--- src/rtl/ps_alu_ctrl_if.sv ---
// Sequencer <-> ALU-controller bundle: instruction issue, ALU control fields,
// returned ALU flags and the resulting status.
interface ps_alu_ctrl_if #(
  parameter int CACC_WIDTH = 8
);
  logic [31:0]           ps_instr;
  logic                  ps_instr_vld;
  logic                  ps_mode_sat;
  logic                  ps_astat_clr;
  logic                  alu_ps_az;
  logic                  alu_ps_an;
  logic                  alu_ps_ac;
  logic                  alu_ps_av;
  logic                  alu_ps_compd;
  logic                  ps_alu_en;
  logic                  ps_alu_log;
  logic [1:0]            ps_alu_hc;
  logic [2:0]            ps_alu_sc;
  logic                  ps_alu_sat;
  logic                  ps_alu_ci;
  logic                  ps_instr_stall;
  logic [4:0]            ps_astat;
  logic [CACC_WIDTH-1:0] ps_cacc;
  logic                  ps_cond_true;

  // Environment side: sequencer plus ALU flag return.
  modport master (
    output ps_instr, ps_instr_vld, ps_mode_sat, ps_astat_clr,
           alu_ps_az, alu_ps_an, alu_ps_ac, alu_ps_av, alu_ps_compd,
    input  ps_alu_en, ps_alu_log, ps_alu_hc, ps_alu_sc, ps_alu_sat, ps_alu_ci,
           ps_instr_stall, ps_astat, ps_cacc, ps_cond_true
  );

  // Controller side.
  modport slave (
    input  ps_instr, ps_instr_vld, ps_mode_sat, ps_astat_clr,
           alu_ps_az, alu_ps_an, alu_ps_ac, alu_ps_av, alu_ps_compd,
    output ps_alu_en, ps_alu_log, ps_alu_hc, ps_alu_sc, ps_alu_sat, ps_alu_ci,
           ps_instr_stall, ps_astat, ps_cacc, ps_cond_true
  );
endinterface

--- src/rtl/ps_alu_ctrl.sv ---
// ALU controller on the program-sequencer side: decodes ALU compute
// instructions, drives registered ALU controls, folds returned flags into
// ASTAT/CACC, evaluates condition codes and stalls on in-flight flags.
module ps_alu_ctrl #(
  parameter int DATA_WIDTH = 16,
  parameter int CACC_WIDTH = 8
) (
  input  logic          clk_exe,
  input  logic          reset,
  ps_alu_ctrl_if.slave  bus
);
  // The datapath width only matters to the ALU; control is width-agnostic.
  localparam int unused_data_width = DATA_WIDTH;

  // Instruction fields
  logic [3:0] cond;
  logic [1:0] unit;
  logic       lg;
  logic [1:0] hc;
  logic [2:0] sc;
  logic       unused_instr;

  assign cond = bus.ps_instr[31:28];
  assign unit = bus.ps_instr[25:24];
  assign lg   = bus.ps_instr[22];
  assign hc   = bus.ps_instr[21:20];
  assign sc   = bus.ps_instr[19:17];
  assign unused_instr = ^{bus.ps_instr[27:26], bus.ps_instr[23], bus.ps_instr[16:0]};

  // Status state: astat = {AVS, AV, AC, AN, AZ}
  logic [4:0]            astat;
  logic [CACC_WIDTH-1:0] cacc;
  logic                  s1, s2;

  logic cond_true, flag_dep, stall, accept, issue, gt;
  logic [CACC_WIDTH-2:0] cacc_tail;

  // Condition-code evaluation against the committed ASTAT/CACC only.
  always_comb begin
    cond_true = 1'b0;
    case (cond)
      4'h0: cond_true = 1'b1;
      4'h1: cond_true = astat[0];
      4'h2: cond_true = ~astat[0];
      4'h3: cond_true = astat[1];
      4'h4: cond_true = ~astat[1];
      4'h5: cond_true = astat[1] | astat[0];
      4'h6: cond_true = ~astat[1] & ~astat[0];
      4'h7: cond_true = astat[2];
      4'h8: cond_true = ~astat[2];
      4'h9: cond_true = astat[3];
      4'hA: cond_true = ~astat[3];
      4'hB: cond_true = cacc[CACC_WIDTH-1];
      default: cond_true = 1'b0;
    endcase
  end

  // Conditional instructions and carry-in ops need settled flags.
  assign flag_dep = (cond != 4'h0) | (~lg & (hc == 2'b00) & (sc[2:1] == 2'b01));
  assign stall    = bus.ps_instr_vld & flag_dep & (s1 | s2);
  assign accept   = bus.ps_instr_vld & ~stall;
  assign issue    = accept & (unit == 2'b00) & cond_true;

  // New compare result (rx > ry) and the shifted-down history behind it.
  assign gt        = ~bus.alu_ps_an & ~bus.alu_ps_az;
  assign cacc_tail = bus.ps_astat_clr ? '0 : cacc[CACC_WIDTH-1:1];

  // Issue register: strobe pulses per issue, fields hold the last issue.
  always_ff @(posedge clk_exe or posedge reset) begin
    if (reset) begin
      bus.ps_alu_en  <= 1'b0;
      bus.ps_alu_log <= 1'b0;
      bus.ps_alu_hc  <= 2'b00;
      bus.ps_alu_sc  <= 3'b000;
      bus.ps_alu_sat <= 1'b0;
      bus.ps_alu_ci  <= 1'b0;
    end else begin
      bus.ps_alu_en <= issue;
      if (issue) begin
        bus.ps_alu_log <= lg;
        bus.ps_alu_hc  <= hc;
        bus.ps_alu_sc  <= sc;
        bus.ps_alu_sat <= bus.ps_mode_sat;
        bus.ps_alu_ci  <= astat[2];
      end
    end
  end

  // In-flight tracker: s1 = ALU latching this op, s2 = flags on the bus.
  always_ff @(posedge clk_exe or posedge reset) begin
    if (reset) begin
      s1 <= 1'b0;
      s2 <= 1'b0;
    end else begin
      s1 <= issue;
      s2 <= s1;
    end
  end

  // Flag capture at the end of s2; sticky AVS and CACC share the clear,
  // with a same-cycle capture taking priority.
  always_ff @(posedge clk_exe or posedge reset) begin
    if (reset) begin
      astat <= 5'b0;
      cacc  <= '0;
    end else begin
      if (s2)
        astat[3:0] <= {bus.alu_ps_av, bus.alu_ps_ac, bus.alu_ps_an, bus.alu_ps_az};
      astat[4] <= (astat[4] & ~bus.ps_astat_clr) | (s2 & bus.alu_ps_av);
      if (s2 & bus.alu_ps_compd)
        cacc <= {gt, cacc_tail};
      else if (bus.ps_astat_clr)
        cacc <= '0;
    end
  end

  assign bus.ps_instr_stall = stall;
  assign bus.ps_cond_true   = cond_true;
  assign bus.ps_astat       = astat;
  assign bus.ps_cacc        = cacc;
endmodule

--- src/flat_wrapper.sv ---
// flat-port wrapper written by rule: the top's interface ports become plain ports
module ps_alu_ctrl_flat 
#(
  parameter int DATA_WIDTH = 16,
  parameter int CACC_WIDTH = 8
)
  (clk_exe, reset, bus_ps_instr, bus_ps_instr_vld, bus_ps_mode_sat, bus_ps_astat_clr, bus_alu_ps_az, bus_alu_ps_an, bus_alu_ps_ac, bus_alu_ps_av, bus_alu_ps_compd, bus_ps_alu_en, bus_ps_alu_log, bus_ps_alu_hc, bus_ps_alu_sc, bus_ps_alu_sat, bus_ps_alu_ci, bus_ps_instr_stall, bus_ps_astat, bus_ps_cacc, bus_ps_cond_true);
  ps_alu_ctrl_if #(.CACC_WIDTH(CACC_WIDTH)) bus_i ();
  input  logic clk_exe;
  input  logic reset;
  input wire logic [$bits(bus_i.ps_instr)-1:0] bus_ps_instr;
  input wire logic [$bits(bus_i.ps_instr_vld)-1:0] bus_ps_instr_vld;
  input wire logic [$bits(bus_i.ps_mode_sat)-1:0] bus_ps_mode_sat;
  input wire logic [$bits(bus_i.ps_astat_clr)-1:0] bus_ps_astat_clr;
  input wire logic [$bits(bus_i.alu_ps_az)-1:0] bus_alu_ps_az;
  input wire logic [$bits(bus_i.alu_ps_an)-1:0] bus_alu_ps_an;
  input wire logic [$bits(bus_i.alu_ps_ac)-1:0] bus_alu_ps_ac;
  input wire logic [$bits(bus_i.alu_ps_av)-1:0] bus_alu_ps_av;
  input wire logic [$bits(bus_i.alu_ps_compd)-1:0] bus_alu_ps_compd;
  output wire logic [$bits(bus_i.ps_alu_en)-1:0] bus_ps_alu_en;
  output wire logic [$bits(bus_i.ps_alu_log)-1:0] bus_ps_alu_log;
  output wire logic [$bits(bus_i.ps_alu_hc)-1:0] bus_ps_alu_hc;
  output wire logic [$bits(bus_i.ps_alu_sc)-1:0] bus_ps_alu_sc;
  output wire logic [$bits(bus_i.ps_alu_sat)-1:0] bus_ps_alu_sat;
  output wire logic [$bits(bus_i.ps_alu_ci)-1:0] bus_ps_alu_ci;
  output wire logic [$bits(bus_i.ps_instr_stall)-1:0] bus_ps_instr_stall;
  output wire logic [$bits(bus_i.ps_astat)-1:0] bus_ps_astat;
  output wire logic [$bits(bus_i.ps_cacc)-1:0] bus_ps_cacc;
  output wire logic [$bits(bus_i.ps_cond_true)-1:0] bus_ps_cond_true;
  assign bus_i.ps_instr = bus_ps_instr;
  assign bus_i.ps_instr_vld = bus_ps_instr_vld;
  assign bus_i.ps_mode_sat = bus_ps_mode_sat;
  assign bus_i.ps_astat_clr = bus_ps_astat_clr;
  assign bus_i.alu_ps_az = bus_alu_ps_az;
  assign bus_i.alu_ps_an = bus_alu_ps_an;
  assign bus_i.alu_ps_ac = bus_alu_ps_ac;
  assign bus_i.alu_ps_av = bus_alu_ps_av;
  assign bus_i.alu_ps_compd = bus_alu_ps_compd;
  assign bus_ps_alu_en = bus_i.ps_alu_en;
  assign bus_ps_alu_log = bus_i.ps_alu_log;
  assign bus_ps_alu_hc = bus_i.ps_alu_hc;
  assign bus_ps_alu_sc = bus_i.ps_alu_sc;
  assign bus_ps_alu_sat = bus_i.ps_alu_sat;
  assign bus_ps_alu_ci = bus_i.ps_alu_ci;
  assign bus_ps_instr_stall = bus_i.ps_instr_stall;
  assign bus_ps_astat = bus_i.ps_astat;
  assign bus_ps_cacc = bus_i.ps_cacc;
  assign bus_ps_cond_true = bus_i.ps_cond_true;
  ps_alu_ctrl #(.DATA_WIDTH(DATA_WIDTH), .CACC_WIDTH(CACC_WIDTH)) u_core (.clk_exe(clk_exe), .reset(reset), .bus(bus_i));
endmodule
--- config.mk ---
export PLATFORM = sky130hd
export DESIGN_NAME = ps_alu_ctrl_flat
export DESIGN_NICKNAME = d
export VERILOG_FILES = /design/src/rtl/ps_alu_ctrl_if.sv /design/src/rtl/ps_alu_ctrl.sv /design/src/flat_wrapper.sv
export SDC_FILE = /design/constraint.sdc
export NUM_CORES = 1
export LEC_CHECK = 0
export ABC_AREA = 1
export BUFFER_PORTS_ARGS = -buffer_cell sky130_fd_sc_hd__buf_2
export CORE_UTILIZATION = 45
export CTS_CLUSTER_SIZE = 10
export DETAILED_ROUTE_END_ITERATION = 7
export GPL_ROUTABILITY_DRIVEN = 0
export PLACE_DENSITY = 0.83
export SYNTH_ARGS = -nofsm -noshare
export SYNTH_HDL_FRONTEND = slang
export SYNTH_SLANG_ARGS = --single-unit
--- constraint.sdc ---
create_clock -name clk_exe -period 1.9 [get_ports clk_exe]
set_input_delay 0.19 -clock clk_exe [delete_from_list [all_inputs] [get_ports clk_exe]]
set_output_delay 0.19 -clock clk_exe [all_outputs]
set_load 0.1 [all_outputs]
# Word level (Yosys, flattened, before mapping)
# Cells that the tools add are included.
dict set report totals {
  ff_bits 23
  latchBits 0
  ramBits 0
  romBits 0
  inputBits 42
  out_inout_bits 24
  memories 0
}
dict set report classes {
  add_sub_neg 0
  mul 0
  n_div 0
  magnitude_cmp 0
  eq_ne 12
  shift 0
  muxes 4
  bitwise_logic 25
  n_reduce_logical 5
}
# op count
set ops {}
lappend ops {{== test 4 x 3 -> 1 bit (second input constant)} 4}
lappend ops {{== test 4 bit (second input constant)} 4}
lappend ops {{two-way mux 8 bit} 2}
lappend ops {{AND 1 bit} 12}
lappend ops {{case mux 1 bit (12 select lines)} 1}
lappend ops {{inverter 1 bit} 9}
lappend ops {{== test 4 x 2 -> 1 bit (second input constant)} 2}
lappend ops {{two-way mux 7 bit} 1}
lappend ops {{== test 4 x 1 -> 1 bit (second input constant)} 1}
lappend ops {{zero test 2 bit} 2}
lappend ops {{zero test 4 bit} 1}
lappend ops {{bitwise OR 1 bit} 4}
lappend ops {{nonzero test 4 bit} 1}
lappend ops {{== test 2 x 1 -> 1 bit (second input constant)} 1}
lappend ops {{nonzero test 2 bit} 1}

# Depth between registers and ports, before layout
# Gate-level depths: netlist (run 1).
dict set report logic_depth {
  depth_word 10
  depth_mapped 9
  mapped_depth_nobuf 9
}

# Worst setup path before layout (run 1)
# No wires, ideal clock.
dict set report synth_timing {
  path_type {register to output}
  startpoint {reg, netlist name u_core.bus.ps_alu_en}
  endpoint {out bus_ps_instr_stall}
  arrival_time_ps 2332
  required_ps 1710
  slack_ps -622
  stages_incl_launch_ff 3
  n_path_buf 0
  cell_sequence {dfrtp_1 > nor2_1 > nor2_1}
}
# element line_no
set synth_lines {}
lappend synth_lines {{end: declaration} flat_wrapper.sv:26} ;# output wire logic [$bits(bus_i.ps_instr_stall)-1:0] bus_ps_instr_stall;

# Worst setup path after layout (run 1)
dict set report layout_timing {
  startpoint {reg u_core.astat[0] (netlist: u_core.bus.ps_astat[0])}
  endpoint {out bus_ps_cond_true}
}
dict set report layout_between {
  elab_chain_len 3
  elab_cells_between_ends 4
}
# element line_no
set layout_rtl {}
lappend layout_rtl {{start: declaration} ps_alu_ctrl.sv:31} ;# logic [4:0] astat;
lappend layout_rtl {{start signal: assignment} ps_alu_ctrl.sv:108} ;# astat[3:0] <= {bus.alu_ps_av, bus.alu_ps_ac, bus.alu_ps_an, bus.alu_ps_az};
lappend layout_rtl {{inverter 1 bit} {ps_alu_ctrl.sv:44, ps_alu_ctrl.sv:48}}
lappend layout_rtl {{AND 1 bit} ps_alu_ctrl.sv:48} ;# 4'h6: cond_true = ~astat[1] & ~astat[0];
lappend layout_rtl {{case mux 1 bit (12 select lines) *} ps_alu_ctrl.sv:41} ;# case (cond)
lappend layout_rtl {{end: declaration} flat_wrapper.sv:29} ;# output wire logic [$bits(bus_i.ps_cond_true)-1:0] bus_ps_cond_true;
# Mark *: on every way between the ends. The rest lies on a longest branch, timed or not.

==> flow_results.org, run 1 <==
** Run status
- The flow ran to the end, and the final reports show no timing, DRC or antenna violations.

** Route
- Via count :: 1081
- In the detailed route, the total length drawn on met3 is 132 µm.
- Final wirelength :: 2.59 mm
- In this run the remaining antenna-violating nets after routing total 0.
- Wire per inst :: 12.0 µm
- Post-DR vias/cell :: 5.00
- The detailed router finished its first iteration with 48 violations.
- Summed over all nets, wire length on met2 after detailed routing comes to 1.29 mm.
- The detailed router used layers up to and including met4.
- Number of remaining DRC errors :: 0
- Length of the first detailed-routing pass in iterations :: 5
- Metal-1 WL :: 1.12 mm

** Timing
- Setup repair after global routing left no endpoint under its margin.
- Max Clock Freq :: 553 MHz
- Worst hold slack :: 92.4 ps
- Final setup violation count :: 0
- Largest clock skew in the final design :: 3.84 ps
- Final hold violation count :: 0
- For the pin with the worst max-slew slack, the measured transition is 594 ps.
- The worst path in the final design needs a cycle of 1810 ps, including I/O delays and setup.
- Fin crit share :: 95.1%
- The worst pin sits at a relative slew slack of 60.3%.
- Pins over their slew limit :: 0
- Summed over all failing endpoints, the final setup total negative slack is 0 ps.

** Floorplanning
- Initial standard-cell utilization of the core :: 49.0%
- Die ar. :: 2660 µm²
- Core ar. :: 2250 µm²
- Number of standard-cell rows in the floorplan :: 17
- Horizontal extent of the die :: 51.6 µm
- From bottom edge to top edge, the die measures 51.6 µm.
- Count of boundary I/O pins :: 66

** Finish
- Number of antenna cells inserted :: 0
- Compared with the post-synthesis result, the final layout area differs by 29.8%.
- Share of layout cells above drive strength 1 :: 34.0%
- The net count of the finished layout is 231.

** Clock tree
- Number of buffers added by the clock tree synthesis step :: 3
- CTS sink cnt :: 23
- In this run the clock root is driven by a sky130_fd_sc_hd__clkbuf_4.
- After clock tree synthesis, the clock-pin slew on the worst setup and hold paths is 120 ps.
- The number of setup buffers added after CTS is 0.
- Longest Clk Path Bufs :: 2
- TritonCTS built the clock tree.
- Deepest level of the CTS H-tree :: 1
- For the worst-skew pair, the clock arrives at the later sink with an insertion delay of 310 ps.

** Global route
- The total overflow left after global routing is 0.
- The first global-routing pass estimated 4.43 mm of wire.
- Antenna violations before repair :: 0
- Maximum number of pins on one net before global-route repair :: 17
- Via count of the first global-routing pass :: 1034
- GRT Overall Usage :: 23.0%

** Power and ir drop
- The worst-case IR drop observed on VDD is 1550 µV.
- Power share of the sequential group :: 29.7%
- Ratio of total power to cell area :: 1640 nW/µm²
- In this run switching power makes up 61.7% of total power.
- The analysis attributes to cell leakage a power of 0.832 nW.
- Per report_power, the combinational group accounts for 60.7% of the total.
- Clk network pwr share :: 9.6%
- Psw :: 1.45 mW
- Cell internal power was estimated by the tool at 0.904 mW.

** Synthesis
- The synthesized design devotes to its leading area cell type 52.1% of total area.
- Number of enable flip-flop cells after synthesis :: 0
- Leading cell type by number of instances after synthesis :: sky130_fd_sc_hd__nand2_1
- Synthesized instance count :: 137
- After synthesis, the share of flip-flops with an asynchronous set or reset is 100%.
- Post-synthesis instance area :: 1100 µm²
- Top area cells in the synthesized netlist :: sky130_fd_sc_hd__dfrtp_1 (52%), sky130_fd_sc_hd__nand2_1 (13%), sky130_fd_sc_hd__nand3_1 (8.2%), sky130_fd_sc_hd__inv_1 (7.1%), sky130_fd_sc_hd__nor2_1 (4.8%)
- Ranked by instance count, the synthesized netlist is headed by sky130_fd_sc_hd__nand2_1 (39), sky130_fd_sc_hd__dfrtp_1 (23), sky130_fd_sc_hd__inv_1 (21).
- Proportion of synthesized chip area in sequential cells :: 52.1%
- Synthesis inferred 23 register bits.
- Yosys Warn Count :: 0
- Distinct cell type count after synthesis :: 15
- Cell type contributing the most total cell area after synthesis :: sky130_fd_sc_hd__dfrtp_1
- The number of nets in the synthesized netlist is 179.
- Synthesized area divided by synthesized cell count :: 8.06 µm²
- For this run, the leading register cell type out of synthesis is sky130_fd_sc_hd__dfrtp_1.

** Placement
- The count of buffers added on input and output ports is 45.
- The HPWL after detailed placement is 2.03 mm.

** Worst setup path
- Endpoint kind of the worst setup timing path :: primary output
- For this run, the slowest stage of the critical path takes 450 ps.
- Worst Path Max Fanout :: 10
- The largest individual stage delay along the critical path comes from the cell sky130_fd_sc_hd__dfrtp_2.
- Worst path most repeated cell :: sky130_fd_sc_hd__nand2_1
- STA classifies the critical path startpoint as a register.
- CP arrival :: 1620 ps
- Ordered list of cells on the worst path :: inv_1 -> nand2_1 -> nand3_1 -> nand2_1 -> nor2_2 -> nand3_4 -> buf_6
- Data on the critical path is required at its endpoint by 1710 ps.
- Setup CP Type :: register to primary output

** Job
- Max-cap viol count :: 0

** Hold path
- The path class of the tightest hold or removal check is primary input to register.
registers in the layout, indices dropped and copies added (netlist names):
signal	flops
u_core.bus.ps_alu_sat	1
u_core.bus.ps_alu_log	1
u_core.bus.ps_alu_en	1
u_core.s2	1
u_core.bus.ps_alu_ci	1
u_core.bus.ps_alu_hc	2
u_core.bus.ps_alu_sc	3
u_core.bus.ps_cacc	8
u_core.bus.ps_astat	5
worst paths after layout:
path	from	endpoint	slack (ps)	depth (start not counted)
hold reg to reg	u_core.bus.ps_alu_en$_DFF_PP0_	u_core.s2$_DFF_PP0_	410	0
setup reg to reg	u_core.s2$_DFF_PP0_	u_core.bus.ps_alu_sc[0]$_DFFE_PP0P_	490	6
min in group asynchronous	reset	u_core.bus.ps_cacc[0]$_DFFE_PP0P_	470	3
max in group asynchronous	reset	u_core.bus.ps_alu_hc[0]$_DFFE_PP0P_	890	4
setup / recovery	u_core.bus.ps_astat[0]$_DFFE_PP0P_	bus_ps_cond_true	90	7
hold / removal	bus_alu_ps_an	u_core.bus.ps_astat[1]$_DFFE_PP0P_	90	3
placed cells by master (no fill, tap or decap):
| cell type | instances |
|---|---|
| sky130_fd_sc_hd__clkbuf_1 | 1 |
| sky130_fd_sc_hd__nand3_1 | 18 |
| sky130_fd_sc_hd__nand3_4 | 1 |
| sky130_fd_sc_hd__nand2_4 | 2 |
| sky130_fd_sc_hd__nor2_1 | 12 |
| sky130_fd_sc_hd__dfrtp_1 | 18 |
| sky130_fd_sc_hd__buf_4 | 2 |
| sky130_fd_sc_hd__dfrtp_2 | 5 |
| sky130_fd_sc_hd__nand2_1 | 39 |
| sky130_fd_sc_hd__or3_1 | 1 |
| sky130_fd_sc_hd__nor2_4 | 1 |
| sky130_fd_sc_hd__clkbuf_4 | 3 |
| sky130_fd_sc_hd__buf_6 | 1 |
| sky130_fd_sc_hd__and2_4 | 1 |
| sky130_fd_sc_hd__o22ai_1 | 6 |
| sky130_fd_sc_hd__o21ai_0 | 6 |
| sky130_fd_sc_hd__inv_1 | 21 |
| sky130_fd_sc_hd__buf_2 | 44 |
| sky130_fd_sc_hd__nor3_1 | 1 |
| sky130_fd_sc_hd__a21oi_4 | 1 |
| sky130_fd_sc_hd__dlygate4sd3_1 | 1 |
| sky130_fd_sc_hd__nor2_2 | 3 |
metal layers:
| metal | track usage, % | vias up |
|---|---|---|
| met2 | 38.7 | 33 |
| met4 | 12.2 | 0 |
| met5 | 0 | - |
| met1 | 27.6 | 507 |
| met3 | 4.68 | 5 |
| li1 | - | 536 |
layout make-up:
class | count | area, µm²
fillers | 207 | 821
flip-flops and latches | 23 | 582
multi-input cells | 92 | 455
repair buffers | 48 | 256
inverters | 21 | 78.8
well taps | 28 | 35.0
clock buffers | 4 | 26.3
through the flow:
stage               cell area, µm²  total power [mW]  setup slack [ps]  utilization, %  std cells
floorplan                     1120              1.90              28.0               -        137
global route                  1430              2.46              3.33            63.6        216
CTS                           1430              2.36              26.0            63.3        216
finish                        1430              2.36              92.4            63.6        216
global placement              1390              2.11               347            61.6        211
detailed placement            1390              2.13               300            61.6        211
cells by family after synthesis:
logic type      share of synthesized area [%]
simple gates                             32.7
flops                                    52.1
buf+inv                                  7.59
compound gates                           7.59
critical path, delay by kind of cell (launching register included):
kind,cells,cell delay [ps]
buf+inv,2,330
simple gates,5,530
flops,1,450
power groups by stage:
stage,registers (mW),logic (mW),clock network (mW)
3_3_place_gp,0.703,1.41,0
2_1_floorplan,1.63,0.268,0
4_1_cts,0.698,1.43,0.235
6_report,0.700,1.43,0.226
3_5_place_dp,0.709,1.42,0
5_1_grt,0.716,1.50,0.244
timing repair:
| item | 4_1_cts | 5_1_grt |
|---|---|---|
| setup endpoints to repair | 1 | 1 |
| hold buffers | 1 | 0 |
| hold endpoints to repair | 15 | 0 |
| resized for setup | 1 | 2 |
| pin swaps | 0 | 0 |
(Power assumes the default switching activity.)
==> run 2: changes to the inputs <==
--- a/config.mk
+++ b/config.mk
@@ -11,7 +11,7 @@
 export CTS_CLUSTER_SIZE = 10
 export DETAILED_ROUTE_END_ITERATION = 7
 export GPL_ROUTABILITY_DRIVEN = 0
-export PLACE_DENSITY = 0.83
+export PLACE_DENSITY = 0.8
 export SYNTH_ARGS = -nofsm -noshare
 export SYNTH_HDL_FRONTEND = slang
 export SYNTH_SLANG_ARGS = --single-unit
==> flow_results.org, run 2 (synthesis gave the netlist of run 1 again) <==
** Run status
- Run status :: complete, no violations

** Clock tree
- For the worst-skew pair, the clock arrives at the later sink with an insertion delay of 310 ps.
- No sink is reached through more buffers than the 2 on the longest clock path.
- The root buffer cell chosen for the clock tree is sky130_fd_sc_hd__clkbuf_4.
- Deepest level of the CTS H-tree :: 1
- Clock transition time at the flip-flop clock pins of the worst setup and hold paths :: 130 ps
- CTS tree :: built
- CTS sink cnt :: 23
- The number of clock buffers added by TritonCTS is 3.

** Route
- Number of remaining DRC errors :: 0
- Via count :: 1088
- Length of the first detailed-routing pass in iterations :: 5
- Using the TritonRoute via totals, the vias-per-cell ratio works out to 4.99.
- Number of antenna-violating nets in the routed design :: 0
- After detailed routing, the average wire length per cell comes to 11.6 µm.
- Final wirelength :: 2.53 mm
- The first routing iteration left 23 violations.

** Finish
- Share of layout cells above drive strength 1 :: 34.7%
- The library cells used most frequently in the layout, excluding fill and tap cells, are sky130_fd_sc_hd__buf_2 (44), sky130_fd_sc_hd__nand2_1 (39), sky130_fd_sc_hd__inv_1 (21).
- Post-route cell area :: 1450 µm²
- After the last flow step, the layout net total stands at 233.
- Cells fill 64.4% of the core in the end.
- Leaving out fill and tap cells, the most frequent cell in the layout is sky130_fd_sc_hd__buf_2.
- Fill cells in the final layout number 217.
- Max reg flops :: 8
- Number of antenna cells inserted :: 0
- Area growth from synthesis to final layout :: 31.4%

** Power and ir drop
- Leakage dissipation :: 0.845 nW
- Power share of the sequential group :: 29.3%
- Ratio of total power to cell area :: 1640 nW/µm²
- Of the total power, the clock network draws 9.5%.
- Share of power burned in combinational logic :: 61.2%
- Fraction of power spent switching nets :: 61.4%
- Internal power :: 0.922 mW
- Maximum resistive drop on vdd :: 1370 µV
- Psw :: 1.47 mW

** Timing
- Max Clock Freq :: 577 MHz
- The clock arrives with 7.01 ps of skew.
- Pins over their slew limit :: 0
- Setup TNS :: 0 ps
- Setup slack closes at 167 ps.
- Setup repair after global routing left no endpoint under its margin.
- Final hold violation count :: 0
- Final period demand of the worst path :: 1730 ps
- Worst slew pin tran :: 624 ps
- Rel. slew slack :: 58.4%
- Dividing the final minimum period by the clock period gives 91.2%.
- Setup violations remaining at the end of the flow were counted as 0.

** Floorplanning
- Core ar. :: 2250 µm²
- Count of boundary I/O pins :: 66
- The die covers 2660 µm².
- For this configuration, the core starts out at a cell density of 49.0%.
- The die is 51.6 µm tall.
- Number of standard-cell rows in the floorplan :: 17
- Horizontal extent of the die :: 51.6 µm

** Worst setup path
- Data on the critical path is required at its endpoint by 1710 ps.
- Of all nets on the critical path, the largest fanout is 4.
- STA puts the critical path data arrival time at 1540 ps.
- Broken down by cell family, the worst path's largest delay share belongs to simple AND/OR/NAND/NOR gates.
- Setup CP Type :: register to primary output
- For this run, the slowest stage of the critical path takes 430 ps.
- In this run the critical register-to-register path is launched from u_core.bus.ps_astat[1]$_DFFE_PP0P_.
- Critical path depth in cells :: 7
- Buf+Inv Stages, Crit Path :: 2
- Cell with the largest stage delay on the worst path :: sky130_fd_sc_hd__dfrtp_2
- Worst setup path startpoint :: u_core.bus.ps_astat[1]$_DFFE_PP0P_
- Startpoint type of the worst setup path :: register
- Endpoint kind of the worst setup timing path :: primary output
- Among the stages of the critical path, the cell type that occurs most often is sky130_fd_sc_hd__nor2_1.
- Ordered list of cells on the worst path :: inv_1 -> nand3_1 -> nand2_1 -> nor2_1 -> nor2_1 -> nand3_4 -> buf_8
- For the worst flop-to-flop path, the logic depth is 10.

** Placement
- At the placement stage, the worst setup path has a slack of 296 ps.
- Summed over all nets, the half-perimeter wirelength after detailed placement is 1.97 mm.
- In this run the tool buffered the top-level ports with 45 buffer cells.
- Summing all placed instances gives a cell area of 1390 µm².

** Job
- Max-cap viol count :: 0

** Global route
- Entering global routing, the biggest net connects 18 pins.
- GRT Overall Usage :: 21.5%
- The first global-routing pass estimated 4.31 mm of wire.
- Residual overflow from global routing :: 0
- The initial antenna violation count came to 0.
- Via count of the first global-routing pass :: 1102

** Hold path
- Class of the worst hold path :: primary input to register
- Hold-critical path depth :: 3
- Beginning of the worst hold path :: bus_alu_ps_ac
run 2: cell count changes in the layout (fill, tap and decap cells not counted):
cell	before	now
sky130_fd_sc_hd__nor2_2	3	2
sky130_fd_sc_hd__buf_6	1	0
sky130_fd_sc_hd__clkinv_2	0	1
sky130_fd_sc_hd__clkbuf_1	1	0
sky130_fd_sc_hd__nor2_1	12	13
sky130_fd_sc_hd__buf_4	2	4
sky130_fd_sc_hd__buf_8	0	1
run 2: final timing paths:
kind	to	slack, ps
hold reg to reg	u_core.s2$_DFF_PP0_	420
hold / removal	u_core.bus.ps_astat[2]$_DFFE_PP0P_	100
setup reg to reg	u_core.bus.ps_alu_hc[1]$_DFFE_PP0P_	400
setup / recovery	bus_ps_cond_true	170
min in group asynchronous	u_core.bus.ps_alu_sat$_DFFE_PP0P_	470
max in group asynchronous	u_core.bus.ps_alu_sc[2]$_DFFE_PP0P_	880
run 2: layout make-up:
cell class                 instances  area, µm²  share of cell area, %
clock buffer                       3       22.5                   1.55
clock inverter                     1       5.00                  0.345
timing repair buffer              50        275                   19.0
sequential                        23        582                   40.1
tap                               28       35.0                   2.41
multi-input combinational         92        453                   31.2
inverter                          21       78.8                   5.43
run 2: routing by layer:
metal  part of all wire [%]  GRT usage (%)  vias to the layer above
met1                     44           25.4                      509
met4                    1.3           8.56                        0
met5                      0              0                        -
li1                       -              -                      537
met2                     50           39.0                       36
met3                    4.8           2.92                        6
run 2: worst register-to-register path: cells and delay by family (launching register included):
| family | cells | cell delay (ps) |
|---|---|---|
| flops | 1 | 430 |
| buf+inv | 2 | 290 |
| simple gates | 8 | 750 |
run 2: per-stage QoR:
stage,hold slack [ps],power [mW],std cells
global placement,293,2.11,211
finish,95.7,2.39,218
detailed placement,304,2.13,211
CTS,94.9,2.36,216
floorplan,192,1.90,137
global route,99.5,2.49,218
run 2: power by group through the flow:
stage	Clock [mW]	Sequential, mW	Combinational (mW)
3_3_place_gp	0	0.703	1.41
3_5_place_dp	0	0.711	1.42
5_1_grt	0.253	0.716	1.52
6_report	0.228	0.700	1.46
2_1_floorplan	0	1.63	0.268
4_1_cts	0.234	0.700	1.43
run 2: timing repair:
item / CTS / global route
setup buffers: 0 / 2
hold buffers: 1 / 0
setup endpoints to repair: 1 / 1
hold endpoints to repair: 16 / 0
cloned: 0 / 0
resized for setup: 1 / 2
pin swaps: 0 / 1
==> run 3: changes to the inputs <==
--- a/config.mk
+++ b/config.mk
@@ -7,11 +7,12 @@
 export LEC_CHECK = 0
 export ABC_AREA = 1
 export BUFFER_PORTS_ARGS = -buffer_cell sky130_fd_sc_hd__buf_2
-export CORE_UTILIZATION = 45
+export CORE_UTILIZATION = 30
 export CTS_CLUSTER_SIZE = 10
 export DETAILED_ROUTE_END_ITERATION = 7
 export GPL_ROUTABILITY_DRIVEN = 0
-export PLACE_DENSITY = 0.8
+export PLACE_DENSITY = 0.56
+export SLEW_MARGIN = 20
 export SYNTH_ARGS = -nofsm -noshare
 export SYNTH_HDL_FRONTEND = slang
 export SYNTH_SLANG_ARGS = --single-unit
==> flow_results.org, run 3 (synthesis gave the netlist of run 1 again) <==
** Route
- After detailed routing, the total wire length is 2.61 mm.
- Length of the first detailed-routing pass in iterations :: 4
- Via count :: 1045
- Number of remaining DRC errors :: 0
- First-iteration detailed-routing DRC count :: 82
- Post-DR vias/cell :: 4.47
- Wire per inst :: 11.1 µm
- Once detail routing completed, the nets flagged for antenna violations numbered 0.

** Finish
- Cells with a size suffix above 1 make up 34.0% of the layout.
- Final layout net count :: 231
- Leaving out filler cells and counting taps, the final layout contains 234.
- Max reg flops :: 8
- For this run, the share of the core covered by cells in the final layout is 42.8%.
- Counting the fill cells in the layout gives 368.
- The repair_antennas step left the layout with diodes totalling 0.
- Highest-count cells in the layout ignoring fill and taps :: sky130_fd_sc_hd__buf_2 (44), sky130_fd_sc_hd__nand2_1 (39), sky130_fd_sc_hd__inv_1 (21)
- Area growth from synthesis to final layout :: 33.4%
- Most common library cell in the layout ignoring fill and taps :: sky130_fd_sc_hd__buf_2
- The finished cells cover 1470 µm².

** Timing
- Worst hold slack :: 145 ps
- On the final layout, the worst clock skew is 2.32 ps.
- Of the available clock period, the critical path in the final layout requires 93.3%.
- Setup TNS :: 0 ps
- Derived from the worst setup path, the maximum achievable clock frequency is 564 MHz.
- For the pin with the worst max-slew slack, the measured transition is 555 ps.
- Rel. slew slack :: 63.0%
- Final setup violation count :: 0
- The count of endpoints failing hold in the final timing report came to 0.
- Pins over their slew limit :: 0
- Final period demand of the worst path :: 1770 ps
- Setup repair after global routing missed its margin :: no

** Placement
- Once placement finished, the instance area stood at 1410 µm².
- Once detailed placement completed, the half-perimeter wirelength came to 2.07 mm.
- Input and output buffers added on the ports amount to 45.
- Placed cell count :: 229

** Power and ir drop
- IR analysis of the VDD net gives a maximum drop of 538 µV.
- The analysis attributes to cell leakage a power of 0.841 nW.
- Ratio of total power to cell area :: 1650 nW/µm²

** Clock tree
- The clock passes through at most 2 buffers.
- The tree is rooted in a sky130_fd_sc_hd__clkbuf_8.
- CTS sink cnt :: 23
- CTS tree :: built
- Post-CTS setup buffer count :: 0
- Number of buffers added by the clock tree synthesis step :: 3
- Clock-pin slew was measured on the worst setup and hold paths at 80 ps.
- The later pin in the worst-skew pair is clocked with a latency of 260 ps.
- Deepest level of the CTS H-tree :: 1

** Hold path
- Class of the worst hold path :: primary input to register

** Worst setup path
- Required time at the worst-slack endpoint :: 1710 ps
- Startpoint type of the worst setup path :: register
- Setup CP Type :: register to primary output
- The worst setup path is captured at a primary output.
- Along the worst path, the maximum fanout reaches 10.
- Data on the critical path arrives at its endpoint at 1580 ps.
- The worst register-to-register path has a setup slack of 470 ps.

** Global route
- Wire length of the first global-routing pass :: 4.37 mm
- GRT Overall Usage :: 14.1%
- Residual overflow from global routing :: 0
- The via count of the first global-routing pass is 996.
- Entering global routing, the biggest net connects 16 pins.
- The initial antenna violation count came to 0.

** Run status
- Run status :: complete, no violations

** Floorplanning
- For this configuration, the core starts out at a cell density of 32.1%.
- Die Ht :: 62.7 µm
- The floorplan has 21 rows.
- The floorplan step defined a die boundary enclosing 3930 µm².
- Count of boundary I/O pins :: 66
- The total area inside the core boundary comes to 3440 µm².
- From left edge to right edge, the die measures 62.7 µm.

** Job
- Max-cap viol count :: 0
run 3: worst max-delay path, cell delays in order, from the launching register on:
cell and delay [ps]:
sky130_fd_sc_hd__dfrtp_2 420, sky130_fd_sc_hd__inv_1 110, sky130_fd_sc_hd__nand3_1 90, sky130_fd_sc_hd__nand2_1 60, sky130_fd_sc_hd__nor2_1 30, sky130_fd_sc_hd__nor2_1 190
sky130_fd_sc_hd__nand3_4 180, sky130_fd_sc_hd__buf_6 240
run 3: power breakdown:
part | switching, mW | total [mW] | internal, mW | leakage (nW)
sequential | 0.0760 | 0.698 | 0.622 | 0.297
combinational | 1.23 | 1.43 | 0.199 | 0.519
clock | 0.161 | 0.307 | 0.146 | 0.0255
run 3: what timing repair did:
action,CTS,global route
hold endpoints to repair,14,0
hold buffers,1,0
gates resized for setup,0,3
setup endpoints to repair,0,1
run 3: final timing paths:
| kind | startpoint | end | depth (start not counted) |
|---|---|---|---|
| worst max-delay path | u_core.bus.ps_astat[1]$_DFFE_PP0P_ | bus_ps_cond_true | 7 |
| worst min-delay path | bus_alu_ps_az | u_core.bus.ps_astat[0]$_DFFE_PP0P_ | 3 |
| min in group asynchronous | reset | u_core.bus.ps_cacc[3]$_DFFE_PP0P_ | 3 |
| worst min register to register | u_core.bus.ps_alu_en$_DFF_PP0_ | u_core.s2$_DFF_PP0_ | 0 |
| max in group asynchronous | reset | u_core.s2$_DFF_PP0_ | 4 |
| worst max register to register | u_core.bus.ps_astat[1]$_DFFE_PP0P_ | u_core.bus.ps_alu_hc[0]$_DFFE_PP0P_ | 9 |
run 3: cell type report:
cell class              count  area, µm²  area share [%]
well taps                  46       57.6            3.90
clock inverters             1       5.00           0.340
inverters                  21       78.8            5.35
clock buffers               3       41.3            2.80
flip-flops and latches     23        582            39.5
multi-input cells          92        453            30.7
repair buffers             48        256            17.4
run 3: metrics by stage:
step / power, mW / setup slack [ps]
2_1_floorplan: 1.90 / 28.0
3_3_place_gp: 2.12 / 330
3_5_place_dp: 2.14 / 320
4_1_cts: 2.45 / 19.3
5_1_grt: 2.55 / 17.3
6_report: 2.44 / 127
run 3: per-layer routing:
layer / vias to the layer above / wire length (µm) / GRT usage (%)
met5: - / 0 / 0
met4: 0 / 15 / 5.23
met3: 2 / 119 / 2.19
met2: 32 / 1280 / 24.5
met1: 474 / 1190 / 17.6
li1: 537 / - / -
